===== config.mk =====
export PLATFORM = sky130hd
export DESIGN_NAME = ahb_bridge_arbiter_flat
export DESIGN_NICKNAME = d
export VERILOG_FILES = /design/src/rtl/ahb_bridge_pkg.sv /design/src/rtl/ahb_bridge_arbiter_if.sv /design/src/rtl/ahb_bridge_arbiter_rr_arb2.sv /design/src/rtl/ahb_bridge_arbiter.sv /design/src/flat_wrapper.sv
export SDC_FILE = /design/constraint.sdc
export NUM_CORES = 1
export LEC_CHECK = 0
export ABC_AREA = 1
export CAP_MARGIN = 20
export CORE_MARGIN = 4
export CORE_UTILIZATION = 44
export CTS_BUF_LIST = sky130_fd_sc_hd__clkbuf_4 sky130_fd_sc_hd__clkbuf_8
export CTS_CLUSTER_SIZE = 20
export DETAILED_ROUTE_END_ITERATION = 12
export HOLD_SLACK_MARGIN = 0.03
export PLACE_DENSITY_LB_ADDON = 0.2
export RECOVER_POWER = 25
export SLEW_MARGIN = 20
export SYNTH_ARGS = -nofsm -noshare
export SYNTH_HDL_FRONTEND = slang
export SYNTH_SLANG_ARGS = --single-unit

===== constraint.sdc =====
create_clock -name HCLK -period 3.9 [get_ports HCLK]
set_clock_uncertainty 0.1 [all_clocks]
set_input_delay 0.975 -clock HCLK [delete_from_list [all_inputs] [get_ports HCLK]]
set_output_delay 0.975 -clock HCLK [all_outputs]
set_load 0.01 [all_outputs]

===== src/rtl/ahb_bridge_pkg.sv =====
// Shared AHB-lite constants and arbiter state encoding for the bridge front-end.
// DRAIN exists only when ARB_TIMEOUT_EN is defined.
package ahb_bridge_pkg;

  localparam logic [1:0] HTRANS_IDLE   = 2'b00;
  localparam logic [1:0] HTRANS_NONSEQ = 2'b10;

  localparam logic HRESP_OKAY  = 1'b0;
  localparam logic HRESP_ERROR = 1'b1;

  typedef enum logic [2:0] {
    ST_IDLE,
    ST_ADDR,
    ST_DATA,
    ST_DONE
`ifdef ARB_TIMEOUT_EN
    , ST_DRAIN
`endif
  } arb_state_e;

endpackage


===== src/rtl/ahb_bridge_arbiter_if.sv =====
// Requester req/done channels plus the AHB-lite bridge slave port.
// master = arbiter view, slave = requesters/bridge view.
interface ahb_bridge_arbiter_if #(
  parameter int unsigned ADDR_W = 32,
  parameter int unsigned DATA_W = 32
);
  logic              req0,   req1;
  logic [ADDR_W-1:0] addr0,  addr1;
  logic              write0, write1;
  logic [2:0]        size0,  size1;
  logic [DATA_W-1:0] wdata0, wdata1;
  logic              done0,  done1;
  logic [DATA_W-1:0] rdata0, rdata1;
  logic              err0,   err1;

  logic              HSEL;
  logic [ADDR_W-1:0] HADDR;
  logic [1:0]        HTRANS;
  logic              HWRITE;
  logic [2:0]        HSIZE;
  logic [DATA_W-1:0] HWDATA;
  logic              HREADY;
  logic [DATA_W-1:0] HRDATA;
  logic              HREADYOUT;
  logic              HRESP;

  modport master (
    input  req0, req1, addr0, addr1, write0, write1, size0, size1, wdata0, wdata1,
    output done0, done1, rdata0, rdata1, err0, err1,
    output HSEL, HADDR, HTRANS, HWRITE, HSIZE, HWDATA, HREADY,
    input  HRDATA, HREADYOUT, HRESP
  );

  modport slave (
    output req0, req1, addr0, addr1, write0, write1, size0, size1, wdata0, wdata1,
    input  done0, done1, rdata0, rdata1, err0, err1,
    input  HSEL, HADDR, HTRANS, HWRITE, HSIZE, HWDATA, HREADY,
    output HRDATA, HREADYOUT, HRESP
  );

endinterface


===== src/rtl/ahb_bridge_arbiter_rr_arb2.sv =====
// Combinational two-way round-robin pick: on a tie the requester not
// granted last time wins.
module rr_arb2 (
  input  logic req0_i,
  input  logic req1_i,
  input  logic last_grant_i,
  output logic grant_o,
  output logic valid_o
);

  always_comb begin
    valid_o = req0_i | req1_i;
    grant_o = req1_i;
    if (req0_i && req1_i) begin
      grant_o = ~last_grant_i;
    end
  end

endmodule


===== src/rtl/ahb_bridge_arbiter.sv =====
// Shares the AHB-to-APB bridge slave port between two req/done requesters,
// one single NONSEQ transfer at a time. Optional macro: ARB_TIMEOUT_EN.
module ahb_bridge_arbiter
  import ahb_bridge_pkg::*;
#(
  parameter int unsigned ADDR_W         = 32,
  parameter int unsigned DATA_W         = 32,
  parameter int unsigned TIMEOUT_CYCLES = 64
) (
  input  logic                 HCLK,
  input  logic                 HRESETn,
  ahb_bridge_arbiter_if.master bus
);

  arb_state_e        state_q, state_d;
  logic              last_q,  last_d;
  logic              gnt_q,   gnt_d;
  logic [ADDR_W-1:0] addr_q,  addr_d;
  logic              write_q, write_d;
  logic [2:0]        size_q,  size_d;
  logic [DATA_W-1:0] wdata_q, wdata_d;
  logic [DATA_W-1:0] rdata_q, rdata_d;
  logic              err_q,   err_d;
  logic              pick;
  logic              pick_valid;

`ifdef ARB_TIMEOUT_EN
  localparam int unsigned CNT_W = $clog2(TIMEOUT_CYCLES + 1);
  logic [CNT_W-1:0] cnt_q, cnt_d;
  logic             tmo_q, tmo_d;
`endif

  rr_arb2 u_rr (
    .req0_i      (bus.req0),
    .req1_i      (bus.req1),
    .last_grant_i(last_q),
    .grant_o     (pick),
    .valid_o     (pick_valid)
  );

  assign bus.HREADY = bus.HREADYOUT;

  always_ff @(posedge HCLK) begin
    if (!HRESETn) begin
      state_q <= ST_IDLE;
      last_q  <= 1'b1;
      gnt_q   <= 1'b0;
      addr_q  <= '0;
      write_q <= 1'b0;
      size_q  <= '0;
      wdata_q <= '0;
      rdata_q <= '0;
      err_q   <= 1'b0;
`ifdef ARB_TIMEOUT_EN
      cnt_q   <= '0;
      tmo_q   <= 1'b0;
`endif
    end else begin
      state_q <= state_d;
      last_q  <= last_d;
      gnt_q   <= gnt_d;
      addr_q  <= addr_d;
      write_q <= write_d;
      size_q  <= size_d;
      wdata_q <= wdata_d;
      rdata_q <= rdata_d;
      err_q   <= err_d;
`ifdef ARB_TIMEOUT_EN
      cnt_q   <= cnt_d;
      tmo_q   <= tmo_d;
`endif
    end
  end

  always_comb begin
    state_d = state_q;
    last_d  = last_q;
    gnt_d   = gnt_q;
    addr_d  = addr_q;
    write_d = write_q;
    size_d  = size_q;
    wdata_d = wdata_q;
    rdata_d = rdata_q;
    err_d   = err_q;
`ifdef ARB_TIMEOUT_EN
    cnt_d   = cnt_q;
    tmo_d   = tmo_q;
`endif

    bus.HSEL   = 1'b0;
    bus.HTRANS = HTRANS_IDLE;
    bus.HADDR  = '0;
    bus.HWRITE = 1'b0;
    bus.HSIZE  = '0;
    bus.HWDATA = '0;
    bus.done0  = 1'b0;
    bus.done1  = 1'b0;
    bus.rdata0 = '0;
    bus.rdata1 = '0;
    bus.err0   = 1'b0;
    bus.err1   = 1'b0;

    unique case (state_q)
      ST_IDLE: begin
        if (pick_valid) begin
          gnt_d   = pick;
          addr_d  = pick ? bus.addr1  : bus.addr0;
          write_d = pick ? bus.write1 : bus.write0;
          size_d  = pick ? bus.size1  : bus.size0;
          wdata_d = pick ? bus.wdata1 : bus.wdata0;
          state_d = ST_ADDR;
        end
      end

      ST_ADDR: begin
        bus.HSEL   = 1'b1;
        bus.HTRANS = HTRANS_NONSEQ;
        bus.HADDR  = addr_q;
        bus.HWRITE = write_q;
        bus.HSIZE  = size_q;
`ifdef ARB_TIMEOUT_EN
        cnt_d      = '0;
        tmo_d      = 1'b0;
`endif
        state_d    = ST_DATA;
      end

      ST_DATA: begin
        bus.HWDATA = wdata_q;
        if (bus.HREADYOUT) begin
          rdata_d = write_q ? '0 : bus.HRDATA;
          err_d   = bus.HRESP;
          state_d = ST_DONE;
        end
`ifdef ARB_TIMEOUT_EN
        // Counter holds cycles already waited; the last allowed one forces an error completion.
        else if (cnt_q == CNT_W'(TIMEOUT_CYCLES - 1)) begin
          rdata_d = '0;
          err_d   = HRESP_ERROR;
          tmo_d   = 1'b1;
          state_d = ST_DONE;
        end else begin
          cnt_d = cnt_q + 1'b1;
        end
`endif
      end

      ST_DONE: begin
        if (gnt_q) begin
          bus.done1  = 1'b1;
          bus.rdata1 = rdata_q;
          bus.err1   = err_q;
        end else begin
          bus.done0  = 1'b1;
          bus.rdata0 = rdata_q;
          bus.err0   = err_q;
        end
        last_d  = gnt_q;
`ifdef ARB_TIMEOUT_EN
        state_d = tmo_q ? ST_DRAIN : ST_IDLE;
`else
        state_d = ST_IDLE;
`endif
      end

`ifdef ARB_TIMEOUT_EN
      ST_DRAIN: begin
        if (bus.HREADYOUT) begin
          state_d = ST_IDLE;
        end
      end
`endif

      default: state_d = ST_IDLE;
    endcase
  end

endmodule


===== src/flat_wrapper.sv =====
// flat-port wrapper written by rule: the top's interface ports become plain ports
module ahb_bridge_arbiter_flat import ahb_bridge_pkg::*;
#(
  parameter int unsigned ADDR_W         = 32,
  parameter int unsigned DATA_W         = 32,
  parameter int unsigned TIMEOUT_CYCLES = 64
)
  (HCLK, HRESETn, bus_req0, bus_req1, bus_addr0, bus_addr1, bus_write0, bus_write1, bus_size0, bus_size1, bus_wdata0, bus_wdata1, bus_done0, bus_done1, bus_rdata0, bus_rdata1, bus_err0, bus_err1, bus_HSEL, bus_HADDR, bus_HTRANS, bus_HWRITE, bus_HSIZE, bus_HWDATA, bus_HREADY, bus_HRDATA, bus_HREADYOUT, bus_HRESP);
  ahb_bridge_arbiter_if #(.ADDR_W(ADDR_W), .DATA_W(DATA_W)) bus_i ();
  input  logic HCLK;
  input  logic HRESETn;
  input wire logic [$bits(bus_i.req0)-1:0] bus_req0;
  input wire logic [$bits(bus_i.req1)-1:0] bus_req1;
  input wire logic [$bits(bus_i.addr0)-1:0] bus_addr0;
  input wire logic [$bits(bus_i.addr1)-1:0] bus_addr1;
  input wire logic [$bits(bus_i.write0)-1:0] bus_write0;
  input wire logic [$bits(bus_i.write1)-1:0] bus_write1;
  input wire logic [$bits(bus_i.size0)-1:0] bus_size0;
  input wire logic [$bits(bus_i.size1)-1:0] bus_size1;
  input wire logic [$bits(bus_i.wdata0)-1:0] bus_wdata0;
  input wire logic [$bits(bus_i.wdata1)-1:0] bus_wdata1;
  output wire logic [$bits(bus_i.done0)-1:0] bus_done0;
  output wire logic [$bits(bus_i.done1)-1:0] bus_done1;
  output wire logic [$bits(bus_i.rdata0)-1:0] bus_rdata0;
  output wire logic [$bits(bus_i.rdata1)-1:0] bus_rdata1;
  output wire logic [$bits(bus_i.err0)-1:0] bus_err0;
  output wire logic [$bits(bus_i.err1)-1:0] bus_err1;
  output wire logic [$bits(bus_i.HSEL)-1:0] bus_HSEL;
  output wire logic [$bits(bus_i.HADDR)-1:0] bus_HADDR;
  output wire logic [$bits(bus_i.HTRANS)-1:0] bus_HTRANS;
  output wire logic [$bits(bus_i.HWRITE)-1:0] bus_HWRITE;
  output wire logic [$bits(bus_i.HSIZE)-1:0] bus_HSIZE;
  output wire logic [$bits(bus_i.HWDATA)-1:0] bus_HWDATA;
  output wire logic [$bits(bus_i.HREADY)-1:0] bus_HREADY;
  input wire logic [$bits(bus_i.HRDATA)-1:0] bus_HRDATA;
  input wire logic [$bits(bus_i.HREADYOUT)-1:0] bus_HREADYOUT;
  input wire logic [$bits(bus_i.HRESP)-1:0] bus_HRESP;
  assign bus_i.req0 = bus_req0;
  assign bus_i.req1 = bus_req1;
  assign bus_i.addr0 = bus_addr0;
  assign bus_i.addr1 = bus_addr1;
  assign bus_i.write0 = bus_write0;
  assign bus_i.write1 = bus_write1;
  assign bus_i.size0 = bus_size0;
  assign bus_i.size1 = bus_size1;
  assign bus_i.wdata0 = bus_wdata0;
  assign bus_i.wdata1 = bus_wdata1;
  assign bus_done0 = bus_i.done0;
  assign bus_done1 = bus_i.done1;
  assign bus_rdata0 = bus_i.rdata0;
  assign bus_rdata1 = bus_i.rdata1;
  assign bus_err0 = bus_i.err0;
  assign bus_err1 = bus_i.err1;
  assign bus_HSEL = bus_i.HSEL;
  assign bus_HADDR = bus_i.HADDR;
  assign bus_HTRANS = bus_i.HTRANS;
  assign bus_HWRITE = bus_i.HWRITE;
  assign bus_HSIZE = bus_i.HSIZE;
  assign bus_HWDATA = bus_i.HWDATA;
  assign bus_HREADY = bus_i.HREADY;
  assign bus_i.HRDATA = bus_HRDATA;
  assign bus_i.HREADYOUT = bus_HREADYOUT;
  assign bus_i.HRESP = bus_HRESP;
  ahb_bridge_arbiter #(.ADDR_W(ADDR_W), .DATA_W(DATA_W), .TIMEOUT_CYCLES(TIMEOUT_CYCLES)) u_core (.HCLK(HCLK), .HRESETn(HRESETn), .bus(bus_i));
endmodule

==> flow_summary.toml, run 1 <==
[cells_and_area]
final_util = 0.716
mostFrequentLayoutCells = "clkdlybuf4s50_1, nor2_1, nand2_1, inv_1, dfxtp_1"
final_common_cell = "clkdlybuf4s50_1"
drive_gt1_frac = 0.0224
nets = 1472
syn2layout_area_growth_pct = 56.5

[synth]
yosysUniqueCellTypes = 16
netlist_area_mm2 = 0.00587
netlist_instances = 1022
synth_top_area_frac = 0.358
syn_avg_cell_area_um2 = 5.75
yosysSeqAreaShare = 0.358
synth_area_leader_cell = "dfxtp_1"
ys_ff_latch = 105
yosysWarnings = 0
synth_nets = 1202
yosys-top-cells-area = "dfxtp_1, nor2_1, nand2_1"

[route]
drtPass1Iterations = 5
antenna_left = 0
wl_um = 19400
wl_per_cell_um = 13.2
vias_per_cell = 4.59
vias = 6749
drt_iter0_drc = 392
drc_errors = 0

[die]
pin_count = 314
num_rows = 41
die_h_um = 124
die_area_mm2 = 0.0153
die_w_um = 124
fp.coreArea_mm2 = 0.0128
initial_core_util = 0.458

[hold_path]
min_from = "u_core.rdata_q[8]"
min_path_cells = 2
hold_class = "reg2reg"
hold_end = "u_core.rdata_q[8]"

[power_and_ir_drop]
power_density_mw_per_mm2 = 432
p_leak_nw = 4.43
vdd_drop_max_mv = 0.257

[clock_network]
post_cts_resized = 0
cts_root_buf = "clkbuf_8"
tritoncts_num_sinks = 105
hold_buffers = 0
cts_buffers = 9
cts_buffer_depth = 2
htree_num_levels = 3
post_cts_buffers = 0
clkTransAtPathRegs_ns = 0.10
clk-insertion-delay-late_ns = 0.37
cts_tree = "done"

[grt]
use_met3 = 0.0682
grt_overflow = 0
grt_pass1_vias = 5917
globalRouteTotalUtil = 0.241
grt_first_pass_wirelength_um = 29200
grt_busiest_layer = "met2"
antenna_found_initial = 1
gr-usage-met1 = 0.270
grt_max_degree = 70
grtUsageMet2 = 0.437

[placed_design]
gp_congestion = 0.851
io_buffer_count = 312
hpwl_um = 14600

[run_status]
failed_checks = "max-capacitance violations, max-slew violations"
status = "finished with violations"

[critical_path]
r2r_slack_ns = 1.32
crit_required_ns = 4.10
start_kind = "input pin"
max_stage_delay_ns = 1.21
worst-setup-path-type = "in2reg"
reg2reg_from = "u_core.last_q"
r2r.worst_path.cells = 7
crit_chain = "dlygate4sd3_1 -> nand2_1 -> nand2_1 -> clkbuf_2 -> nand2_1 -> nand2_1 -> nor2_1 -> nor2_1"
cpMaxStageDelayCell = "nand2_1"
arrival_ns = 3.59
path_delay_family = "simple AND/OR/NAND/NOR gates"
cp_num_buf_inv = 2
crit_path_max_fanout = 53
endpoint_kind = "flop"
worst_path_most_repeated_cell = "nand2_1"
r2r_end = "u_core.wdata_q[10]"

[timing]
final_max_slew_viol_count = 53
setup-violations-final = 0
timing.max_slew.rel_slack = -0.129
worstMarginPinSlew_ns = 1.69
clock.fmax_mhz = 295
finalHoldViolations = 0
finalCritPeriodShare = 0.869
fin_tns_setup_ns = 0
rsz0062_at_grt = "false"
min_period_ns = 3.39

[run]
drv_cap = 1
==> synth_stat cells <==
cell type  count
clkbuf_1      29
inv_1        181
buf_4         13
dfxtp_1      105
nor2_4         1
nand3_1       36
ha_1           6
buf_1          6
o21ai_0       71
nand2_2        1
conb_1         1
nor2_8         1
nor2_1       273
nand2_1      245
buf_2         17
a21oi_1       36
==> where the power goes <==
part | switching (mW) | internal, mW | total, mW
Clock | 0.380 | 0.311 | 0.691
Combinational | 0.979 | 0.729 | 1.71
Sequential | 0.172 | 1.40 | 1.57
Total | 1.53 | 2.44 | 3.97
==> worst max-delay path by stage <==
stage,startpoint,to,slack (ns),depth (start not counted)
3_5_place_dp,bus_HREADYOUT,bus_HREADY,0.79,2
3_3_place_gp,bus_HREADYOUT,bus_HREADY,0.82,2
6_report,bus_req0,u_core.wdata_q[10],0.51,8
2_1_floorplan,u_core.state_q[1],bus_HADDR[10],1.47,6
5_1_grt,bus_req0,u_core.wdata_q[2],0.24,8
4_1_cts,u_core.state_q[1],bus_HADDR[17],0.54,6
==> kinds of logic after synthesis <==
logic type               count (synthesis)  synth area share
AO/OA/AOI/OAI                          107            0.0912
flip-flops                             105             0.358
AND/OR/NAND/NOR                        557             0.368
adder cells (fa/ha/maj)                  6            0.0128
buffers and inverters                  246             0.169
other                                    1          0.000639
==> worst min-delay path, cell delays in order, from the launching register on <==
cell and delay (ns):
dfxtp_1 0.32, nand2_1 0.06, a21oi_1 0.05
==> stage by stage <==
stage	hold slack, ns	power [mW]	instance area [um^2]	cells	setup WS [ns]
after global placement	0.350	3.26	9010	1453	0.818
after floorplan	0.329	2.62	5870	1022	1.47
after CTS	0.371	3.99	9210	1469	0.538
after detailed placement	0.356	3.30	9010	1453	0.791
after global routing	0.384	4.27	9190	1470	0.243
final	0.370	3.97	9190	1470	0.510
==> sequential cells by signal, summed over array words and instances, names as in the netlist <==
name            flops
u_core.rdata_q     32
u_core.err_q        1
u_core.state_q      2
u_core.size_q       3
u_core.wdata_q     32
u_core.last_q       1
u_core.gnt_q        1
u_core.addr_q      32
u_core.write_q      1
==> routing by layer <==
layer | routed length, um | share of wire
met1 | 7530 | 0.39
met2 | 9830 | 0.51
met4 | 384 | 0.020
met3 | 1670 | 0.086
met5 | 0 | 0
==> area by class of cell <==
cell class / count / area, um^2
inverter: 181 / 679
timing repair buffer: 324 / 3230
clock buffer: 11 / 139
sequential: 105 / 2100
clock inverter: 5 / 56.3
multi-input combinational: 671 / 2770
tap: 172 / 215
antenna: 1 / 2.50
fill: 1158 / 3640
No activity file was read; power rests on OpenSTA's default activity.
==> run 2, diff against run 1 <==
--- a/config.mk
+++ b/config.mk
@@ -13,7 +13,7 @@
 export CTS_CLUSTER_SIZE = 20
 export DETAILED_ROUTE_END_ITERATION = 12
 export HOLD_SLACK_MARGIN = 0.03
-export PLACE_DENSITY_LB_ADDON = 0.2
+export PLACE_DENSITY_LB_ADDON = 0.05
 export RECOVER_POWER = 25
 export SLEW_MARGIN = 20
 export SYNTH_ARGS = -nofsm -noshare
==> flow_summary.toml, run 2 (same netlist as run 1, synthesis figures left out) <==
[run_status]
status = "finished with violations"
failed_checks = "max-capacitance violations, max-slew violations"

[clock_network]
post_cts_buffers = 0
hold_buffers = 0
clk-insertion-delay-late_ns = 0.35
post_cts_resized = 0
cts_tree = "done"
htree_num_levels = 3
tritoncts_num_sinks = 105
cts_buffers = 9
cts_root_buf = "clkbuf_8"
cts_buffer_depth = 2
clkTransAtPathRegs_ns = 0.10

[die]
die_h_um = 124
initial_core_util = 0.458
pin_count = 314
die_area_mm2 = 0.0153
num_rows = 41
die_w_um = 124
fp.coreArea_mm2 = 0.0128

[route]
antenna_left = 0
wl_per_cell_um = 12.5
wl_um = 18300
vias = 6583
drtPass1Iterations = 7
vias_per_cell = 4.48
drc_errors = 0
drt_iter0_drc = 488

[grt]
grt_first_pass_wirelength_um = 27700
antenna_found_initial = 0
globalRouteTotalUtil = 0.229
grt_overflow = 0
grt_pass1_vias = 5717
grt_max_degree = 73

[timing]
finalCritPeriodShare = 0.887
final_max_slew_viol_count = 38
worstMarginPinSlew_ns = 1.53
fin_tns_setup_ns = 0
timing.max_slew.rel_slack = -0.0204
clock.fmax_mhz = 289
rsz0062_at_grt = "false"
min_period_ns = 3.46
hold_slack_ns = 0.368
setup-violations-final = 0
finalHoldViolations = 0

[critical_path]
worst_path_most_repeated_cell = "inv_1"
start_kind = "flop"
path_delay_family = "buffers and inverters"
max_stage_delay_ns = 0.57
cpMaxStageDelayCell = "clkbuf_2"
cp_num_buf_inv = 4
crit_required_ns = 2.82
worst-setup-path-type = "reg2out"
crit_path_max_fanout = 35
arrival_ns = 2.38
crit_chain = "inv_1 -> ha_1 -> clkbuf_2 -> nand2_1 -> inv_1 -> clkdlybuf4s50_1"
endpoint_kind = "output pin"

[cells_and_area]
multi_input_area_mm2 = 0.00276
num_antenna_cells = 0
finalNonFillerCells = 1468
nFillCells = 1189
drive_gt1_frac = 0.0216
syn2layout_area_growth_pct = 56.1
mostFrequentLayoutCells = "clkdlybuf4s50_1, nor2_1, nand2_1, inv_1, dfxtp_1"
seqCellArea_mm2 = 0.00210
final_common_cell = "clkdlybuf4s50_1"
top_regs = "u_core.addr_q x32, u_core.rdata_q x32, u_core.wdata_q x32"
nets = 1471

[placed_design]
place_inst = 1452
hpwl_um = 13700
gp_congestion = 0.779
io_buffer_count = 312

[power_and_ir_drop]
vdd_drop_max_mv = 0.221
p_total_mw = 3.89
power_density_mw_per_mm2 = 424
p_leak_nw = 4.42

[run]
drv_cap = 1

[hold_path]
hold_class = "reg2reg"
==> run 2: cell count changes in the layout (fill, tap and decap cells not counted), sizes merged <==
cell           previous run  this run
buf                      10         8
bufinv                    1         0
clkbuf                   14        15
clkdlybuf4s50           309       310
diode                     1         0
dlygate4sd3               2         1
inv                     181       182
==> run 2: stage by stage <==
stage	setup WS [ns]	utilization	cell area, um^2
after floorplan	1.47	-	5870
after global placement	0.748	0.703	9020
after detailed placement	0.754	0.703	9020
after CTS	0.545	0.717	9200
after global routing	0.250	0.715	9170
final	0.442	0.715	9170
==> run 2: final timing paths <==
path                      startpoint                  to  slack, ns  depth (start not counted)
setup / recovery   u_core.state_q[0]      bus_HWDATA[19]       0.44                          6
hold reg to reg   u_core.rdata_q[27]  u_core.rdata_q[27]       0.37                          2
hold / removal    u_core.rdata_q[27]  u_core.rdata_q[27]       0.37                          2
setup reg to reg   u_core.state_q[0]        u_core.err_q       0.92                          7
==> run 2: final cells by class <==
type,instances,share of cell area
repair buffers,323,0.352
inverters,181,0.0741
flip-flops and latches,105,0.229
clock buffers,11,0.0158
clock inverters,5,0.00423
well taps,172,0.0235
multi-input cells,671,0.301
==> run 2: power by group <==
part | internal [mW] | switching [mW]
sequential | 1.39 | 0.155
combinational | 0.732 | 0.962
clock | 0.261 | 0.388
==> run 2: worst reg2reg max path: stages, from the launching register on <==
cell      delay, ns
dfxtp_1        0.43
inv_1          0.11
ha_1           0.22
clkbuf_2       0.44
nand2_1        0.22
clkbuf_1       1.05
o21ai_0        0.17
a21oi_1        0.16
==> run 2: layer usage <==
metal / track usage / vias up / wire length [um] / share of wire
li1: - / 3515 / - / -
met1: 0.255 / 2836 / 6870 / 0.37
met2: 0.407 / 210 / 9240 / 0.50
met3: 0.0823 / 22 / 1870 / 0.10
met4: 0.0706 / 0 / 372 / 0.020
met5: 0 / - / 0 / 0
